### src/rtl/mult_div_sequencer.sv
// Multicycle signed MULT/DIV engine: 32 shift-add or restoring-divide steps on
// operand magnitudes, then a sign-fix cycle that writes the HI/LO registers.
module mult_div_sequencer #(
  parameter int WIDTH = 32
) (
  input  logic             clk,
  input  logic             reset,
  input  logic             start,
  input  logic             op,
  input  logic [WIDTH-1:0] a,
  input  logic [WIDTH-1:0] b,
  output logic             busy,
  output logic             done,
  output logic             div0,
  output logic [WIDTH-1:0] hi,
  output logic [WIDTH-1:0] lo
);

  localparam int CNT_W = $clog2(WIDTH);

  typedef enum logic [1:0] {
    IDLE = 2'd0,
    RUN  = 2'd1,
    FIX  = 2'd2
  } state_t;

  state_t             state_r;
  logic               op_r;
  logic               sign_x_r;
  logic               sign_a_r;
  logic [CNT_W-1:0]   cnt_r;
  logic [WIDTH:0]     mag_b_r;
  logic [2*WIDTH:0]   acc_r;

  logic [WIDTH:0]     mag_a_s;
  logic [WIDTH:0]     mag_b_s;
  logic [WIDTH:0]     upper_s;
  logic [WIDTH-1:0]   lower_s;
  logic [WIDTH:0]     sum_s;
  logic [WIDTH:0]     shifted_s;
  logic [WIDTH+1:0]   diff_s;
  logic [2*WIDTH:0]   step_s;
  logic [2*WIDTH-1:0] prod_s;
  logic [WIDTH-1:0]   quo_s;
  logic [WIDTH-1:0]   rem_s;

  // Magnitude is one bit wider than the operand so |0x80000000| is exact.
  function automatic logic [WIDTH:0] abs_mag(input logic [WIDTH-1:0] v);
    if (v[WIDTH-1]) begin
      abs_mag = {1'b0, ~v} + {{WIDTH{1'b0}}, 1'b1};
    end else begin
      abs_mag = {1'b0, v};
    end
  endfunction

  function automatic logic [2*WIDTH-1:0] cond_neg_dbl(input logic [2*WIDTH-1:0] v,
                                                      input logic n);
    if (n) begin
      cond_neg_dbl = ~v + {{(2*WIDTH-1){1'b0}}, 1'b1};
    end else begin
      cond_neg_dbl = v;
    end
  endfunction

  function automatic logic [WIDTH-1:0] cond_neg(input logic [WIDTH-1:0] v, input logic n);
    if (n) begin
      cond_neg = ~v + {{(WIDTH-1){1'b0}}, 1'b1};
    end else begin
      cond_neg = v;
    end
  endfunction

  // One iteration of shift-add (MULT) or restoring division (DIV), plus sign fix-up.
  // acc_r holds {upper, lower}: product high/low during MULT, {remainder, quotient} during DIV.
  always_comb begin
    mag_a_s   = abs_mag(a);
    mag_b_s   = abs_mag(b);
    upper_s   = acc_r[2*WIDTH:WIDTH];
    lower_s   = acc_r[WIDTH-1:0];
    sum_s     = upper_s + (lower_s[0] ? mag_b_r : {(WIDTH+1){1'b0}});
    shifted_s = {upper_s[WIDTH-1:0], lower_s[WIDTH-1]};
    diff_s    = {1'b0, shifted_s} - {1'b0, mag_b_r};
    if (!op_r) begin
      step_s = {1'b0, sum_s, lower_s[WIDTH-1:1]};
    end else if (!diff_s[WIDTH+1]) begin
      step_s = {diff_s[WIDTH:0], lower_s[WIDTH-2:0], 1'b1};
    end else begin
      step_s = {shifted_s, lower_s[WIDTH-2:0], 1'b0};
    end
    prod_s = cond_neg_dbl(acc_r[2*WIDTH-1:0], sign_x_r);
    quo_s  = cond_neg(lower_s, sign_x_r);
    rem_s  = cond_neg(upper_s[WIDTH-1:0], sign_a_r);
  end

  // Control FSM with registered status outputs and HI/LO write-back.
  always_ff @(posedge clk or negedge reset) begin
    if (!reset) begin
      state_r  <= IDLE;
      op_r     <= 1'b0;
      sign_x_r <= 1'b0;
      sign_a_r <= 1'b0;
      cnt_r    <= {CNT_W{1'b0}};
      mag_b_r  <= {(WIDTH+1){1'b0}};
      acc_r    <= {(2*WIDTH+1){1'b0}};
      busy     <= 1'b0;
      done     <= 1'b0;
      div0     <= 1'b0;
      hi       <= {WIDTH{1'b0}};
      lo       <= {WIDTH{1'b0}};
    end else begin
      done <= 1'b0;
      div0 <= 1'b0;
      case (state_r)
        IDLE: begin
          if (start) begin
            if (op && (b == {WIDTH{1'b0}})) begin
              div0 <= 1'b1;
            end else begin
              op_r     <= op;
              sign_x_r <= a[WIDTH-1] ^ b[WIDTH-1];
              sign_a_r <= a[WIDTH-1];
              mag_b_r  <= mag_b_s;
              acc_r    <= {{WIDTH{1'b0}}, mag_a_s};
              cnt_r    <= {CNT_W{1'b0}};
              busy     <= 1'b1;
              state_r  <= RUN;
            end
          end
        end
        RUN: begin
          acc_r <= step_s;
          cnt_r <= cnt_r + CNT_W'(1);
          if (cnt_r == CNT_W'(WIDTH-1)) begin
            state_r <= FIX;
          end
        end
        FIX: begin
          if (op_r) begin
            hi <= rem_s;
            lo <= quo_s;
          end else begin
            hi <= prod_s[2*WIDTH-1:WIDTH];
            lo <= prod_s[WIDTH-1:0];
          end
          done    <= 1'b1;
          busy    <= 1'b0;
          state_r <= IDLE;
        end
        default: begin
          busy    <= 1'b0;
          state_r <= IDLE;
        end
      endcase
    end
  end

endmodule

### config.mk
export PLATFORM = sky130hd
export DESIGN_NAME = mult_div_sequencer
export DESIGN_NICKNAME = d
export VERILOG_FILES = /design/src/rtl/mult_div_sequencer.sv
export SDC_FILE = /design/constraint.sdc
export NUM_CORES = 1
export LEC_CHECK = 0
export CORE_AREA = 3 3 151 153
export DETAILED_ROUTE_END_ITERATION = 16
export DIE_AREA = 0 0 154 156
export PLACE_DENSITY = 0.86
export SLEW_MARGIN = 30
export SYNTH_ARGS = -nofsm -noshare
export SYNTH_HDL_FRONTEND = slang
export SYNTH_SLANG_ARGS = --single-unit
export TNS_END_PERCENT = 5
### constraint.sdc
create_clock -name clk -period 7.9 [get_ports clk]
set_input_delay 1.58 -clock clk [delete_from_list [all_inputs] [get_ports clk]]
set_output_delay 1.58 -clock clk [all_outputs]
set_load 0.01 [all_outputs]
After elaboration in Yosys (flattened, before gate mapping) --
Index checks and enable logic that the tools add are counted.
Storage, ports and cells: bits in registers 175, output and inout port bits 67
Cells by class: $add $sub $neg 8, eq/ne operators 6, muxes and demuxes 27, bitwise gates (word level) 8, reduce and logical (&&, ||, !) cells 8
Operator list (number):
- $mux 65 | 4
- $pmux 65 s2 | 1
- $mux 32 | 4
- $not 32->32 | 4
- $mux 33 | 3
- $add 32x1->33 const B | 2
- $add 32x1->32 const B | 2
- $add 64x1->64 const B | 1
- $mux 64 | 1
- $not 64->64 | 1
- $sub 33x33->34 | 1
- $add 33x33->33 | 1
- $logic_not 32->1 | 1
- $reduce_and 3->1 | 4
- $mux 5 | 2
- $pmux 5 s2 | 1
- $mux 1 | 6
- $mux 2 | 3
- $ne 2x2->1 const B | 3
- $add 5x1->5 const B | 1
- $eq 5x5->1 const B | 1
- $pmux 2 s2 | 1
- $eq 2x1->1 const B | 1
- $eq 2x2->1 const B | 1
- other kinds (6) | 7

Depth between registers and ports, before layout --
depth in word-level cells 6, gate-level depth with buffers 15, gate-level depth less buffers 14

Least setup slack after synthesis --
OpenSTA, ideal clock, no wires.
kind input-to-reg, from in a[4], to reg acc_r[29], library setup time 0.076 ns, arrival time 4.123 ns, required time 7.824 ns, path slack 3.701 ns, cell stages on the path 10, cells stage by stage or4_4 > nor3_4 > nand3_2 > or3_4 > or3_4 > or3_4 > o41ai_2 > xnor2_1 > o21ai_2 > o21ai_1
Between the ends: word-level cells in the longest chain between the ends 6
RTL lines:
- start: declaration | line 10 | input logic [WIDTH-1:0] a,
- $not 32->32 | line 50 | abs_mag = {1'b0, ~v} + {{WIDTH{1'b0}}, 1'b1};
- $add 32x1->33 | line 50
- $mux 33 | line 49 | if (v[WIDTH-1]) begin
- $mux 65 | line 116 | if (op && (b == {WIDTH{1'b0}})) begin
- $mux 65 | line 115 | if (start) begin
- $pmux 65 s2 | line 113 | case (state_r)
- end signal: assignment | line 104 | acc_r <= {(2*WIDTH+1){1'b0}};
- end signal: assignment | line 123 | acc_r <= {{WIDTH{1'b0}}, mag_a_s};
- end signal: assignment | line 131 | acc_r <= step_s;
- end: declaration | line 33 | logic [2*WIDTH:0] acc_r;
Every way passes these cells. The select of a mux whose other input is x is not followed. A chain may end at the register's enable or synchronous reset.

Worst setup path in the final report --
from in b[9], to reg mag_b_r[25]
Between the ends: word-level cells in the longest chain between the ends 4, elaborated cells between the ends (all ways) 7
RTL lines:
- start: declaration | line 11 | input logic [WIDTH-1:0] b,
- branches (longest 4 deep; another with $add 32x1->33)
- end signal: assignment | line 103 | mag_b_r <= {(WIDTH+1){1'b0}};
- end signal: assignment | line 122 | mag_b_r <= mag_b_s;
- end: declaration | line 32 | logic [WIDTH:0] mag_b_r;
Several ways; the timed one is not identified.

==> impl_metrics.ini <==
[floorplan]
ios = 135
row_count = 54
fp.dieArea_um2 = 24000
core_um2 = 21700
initial_core_util_pct = 62.2
die-width_um = 154
die_y_um = 156

[flow_run]
maxCapViolCount = 0

[finish]
antenna_cells = 0
n_fill_cell = 1716
layoutNonFillerInstCount = 2049
area_growth_pct = 15.4
layout-drive-gt1-share_pct = 4.35
final_core_util_pct = 71.8
fin_nets = 1897

[synthesis]
yosysTopAreaCell = dfrtp_1
synth_edf_count = 0
synth_flop_cell = dfrtp_1
synthCells = 1676
synth.ff_latch_count = 175
post-synth-top-count-cell = o21ai_0
syn_area_um2 = 13500
synthTopCellsByArea = dfrtp_1, o21ai_0, nand2_1
syn_avg_cell_area_um2 = 8.05
synthTopCellsByCount = o21ai_0, nand2_1, dfrtp_1
synth_warnings = 0
synth_top_area_share_pct = 32.5
ys_types = 70
ys_async_sr_fraction_pct = 100
synth_nets = 1817
yosysSeqAreaShare_pct = 32.5

[power]
power_density_nw_per_um2 = 447
internal_power_mw = 3.52
switchingPower_mw = 3.44
power_frac_seq_pct = 24.4
leakage_nw = 6.65
comb_power_share_pct = 63.4
p_total_mw = 6.96
clockPowerShare_pct = 12.2
power_switching_share_pct = 49.5
ir_drop_v = 0.000242

[status]
status = complete, no violations

[setup_path]
critPathRequiredTime_ns = 8.16
crit_type = input pin to flop
path_max_fanout = 32
arrival_ns = 5.25
start_kind = input pin
end_kind = flop

[route]
postRouteWirelength_um = 37300
drtAntennaViolNets = 0
avgRoutedWirePerCell_um = 18.2
via_per_inst = 6.27
vias = 12800
drc = 0
firstDrtPassIters = 6
drt_first_iter_violations = 1135

[sta]
finalSetupTns_ns = 0
tightest_slew_ns = 0.912
finalClockSkew_ns = 0.0105
rsz0062_at_grt = false
fmax_mhz = 200
max_slew_margin_pct = 39.0
min_period_over_period_pct = 63.2
slew_viol_final = 0
timing.final.crit_period_ns = 4.99
setup_slack_ns = 2.91
hold_viol = 0
setup_viol = 0

[cts]
tritoncts = yes
cts_resized = 0
clock_latency_ns = 0.44
path_clk_slew_ns = 0.07
clock-sinks = 175
cts_root_buffer = clkbuf_16
postCtsHoldBufs = 0
clockBufferDepth = 2
cts_made_buffers = 17
h-tree-depth = 4
postCtsSetupRepairBufs = 0

[place]
dp_slack_ns = 2.65
place_hpwl_um = 27400
place.gp.congestion = 0.962
place.port_buffers = 134
dp.cells = 2017

[global_route]
grt.overflow.total = 0
grtUsageTotal_pct = 30.8
grt_max_degree = 130
first_global_vias = 12100
grt_pass1_wl_um = 61000
antenna_found_initial = 0

[min_path]
min-delay-path-class = flop to flop
==> power by group through the flow <==
stage | Clock (mW) | Combinational, mW | Sequential (mW)
after floorplan | 0 | 3.34 | 1.52
final | 0.848 | 4.42 | 1.70
after global routing | 0.886 | 4.89 | 1.75
after CTS | 0.850 | 4.34 | 1.68
after global placement | 0 | 4.18 | 1.68
after detailed placement | 0 | 4.29 | 1.70
==> state kept, by name, indices dropped and copies added (netlist names) <==
| signal | count |
|---|---|
| acc_r | 65 |
| busy | 1 |
| cnt_r | 5 |
| div0 | 1 |
| done | 1 |
| hi | 32 |
| lo | 32 |
| mag_b_r | 33 |
| op_r | 1 |
| sign_a_r | 1 |
| sign_x_r | 1 |
| state_r | 2 |
==> logic make-up (layout without fill, tap and decap cells) <==
group / count (synthesis) / count (layout) / synth area share (%)
muxes: 39 / 39 / 2.89
xor gates and xnor gates: 177 / 177 / 11.5
adders and majority gates: 73 / 73 / 6.88
and+or+nand+nor: 526 / 526 / 17.9
buffers and inverters: 155 / 248 / 4.53
DFF: 175 / 175 / 32.5
AOI/OAI and AO/OA: 531 / 531 / 23.8
==> path summary, 6_finish.rpt <==
check	slack, ns	startpoint	depth (start not counted)	end
hold reg to reg	0.48	lo[19]	2	lo[19]
min in group asynchronous	1.08	reset	1	lo[20]
max in group asynchronous	5.55	reset	2	op_r
hold / removal	0.48	lo[19]	2	lo[19]
setup reg to reg	3.38	acc_r[0]	14	acc_r[58]
setup / recovery	2.91	b[9]	9	mag_b_r[25]
==> per-layer routing <==
metal | track usage [%] | up-vias | wire (µm)
li1 | - | 6124 | -
met1 | 42.2 | 5984 | 15900
met2 | 50.2 | 650 | 17100
met3 | 4.85 | 83 | 3420
met4 | 10.3 | 0 | 854
met5 | 0 | - | 0
==> cell type report <==
type	count	area, µm²	area share [%]
multi-input cells	1346	8540	54.8
flip-flops and latches	175	4380	28.1
repair buffers	152	1480	9.51
clock buffers	21	460	2.96
well taps	280	350	2.25
inverters	64	240	1.54
clock inverters	11	118	0.755
==> worst max-delay path: stages <==
cell and delay, ns:
clkdlybuf4s50_1 0.45, or4_1 0.57, or3_1 0.35, or3_1 0.38, inv_1 0.08, nand2_1 0.15, o31ai_1 0.63, or3_1 0.80
o21ai_0 0.27
==> per-stage QoR <==
stage / instance area, µm² / hold slack (ns)
finish: 15600 / 0.477
global route: 15600 / 0.514
CTS: 15600 / 0.486
detailed placement: 15000 / 0.470
global placement: 15000 / 0.460
floorplan: 13500 / 0.450
==> layout by cell type, fill, tap and decap left out, drive strengths merged, types with 5 or more instances in the layout <==
cell,Yosys,layout
nand2,258,258
and2,9,9
nor2,105,105
o31ai,33,33
nor4b,5,5
a31oi,17,17
nor4,11,11
nor2b,13,13
clkdlybuf4s50,0,133
mux2i,39,39
a22oi,13,13
a211o,6,6
o21ai,269,269
dfrtp,175,175
or3,26,26
o211ai,9,9
or4,19,19
nand3,24,24
nor3,20,20
buf,18,19
xor2,68,68
inv,63,69
and3,10,10
nand2b,12,12
clkbuf,73,21
o41ai,15,15
ha,71,71
xnor2,109,109
a21o,24,24
a221o,10,10
a211oi,9,9
a21oi,82,82
o21a,7,7
(Power assumes the default switching activity.)
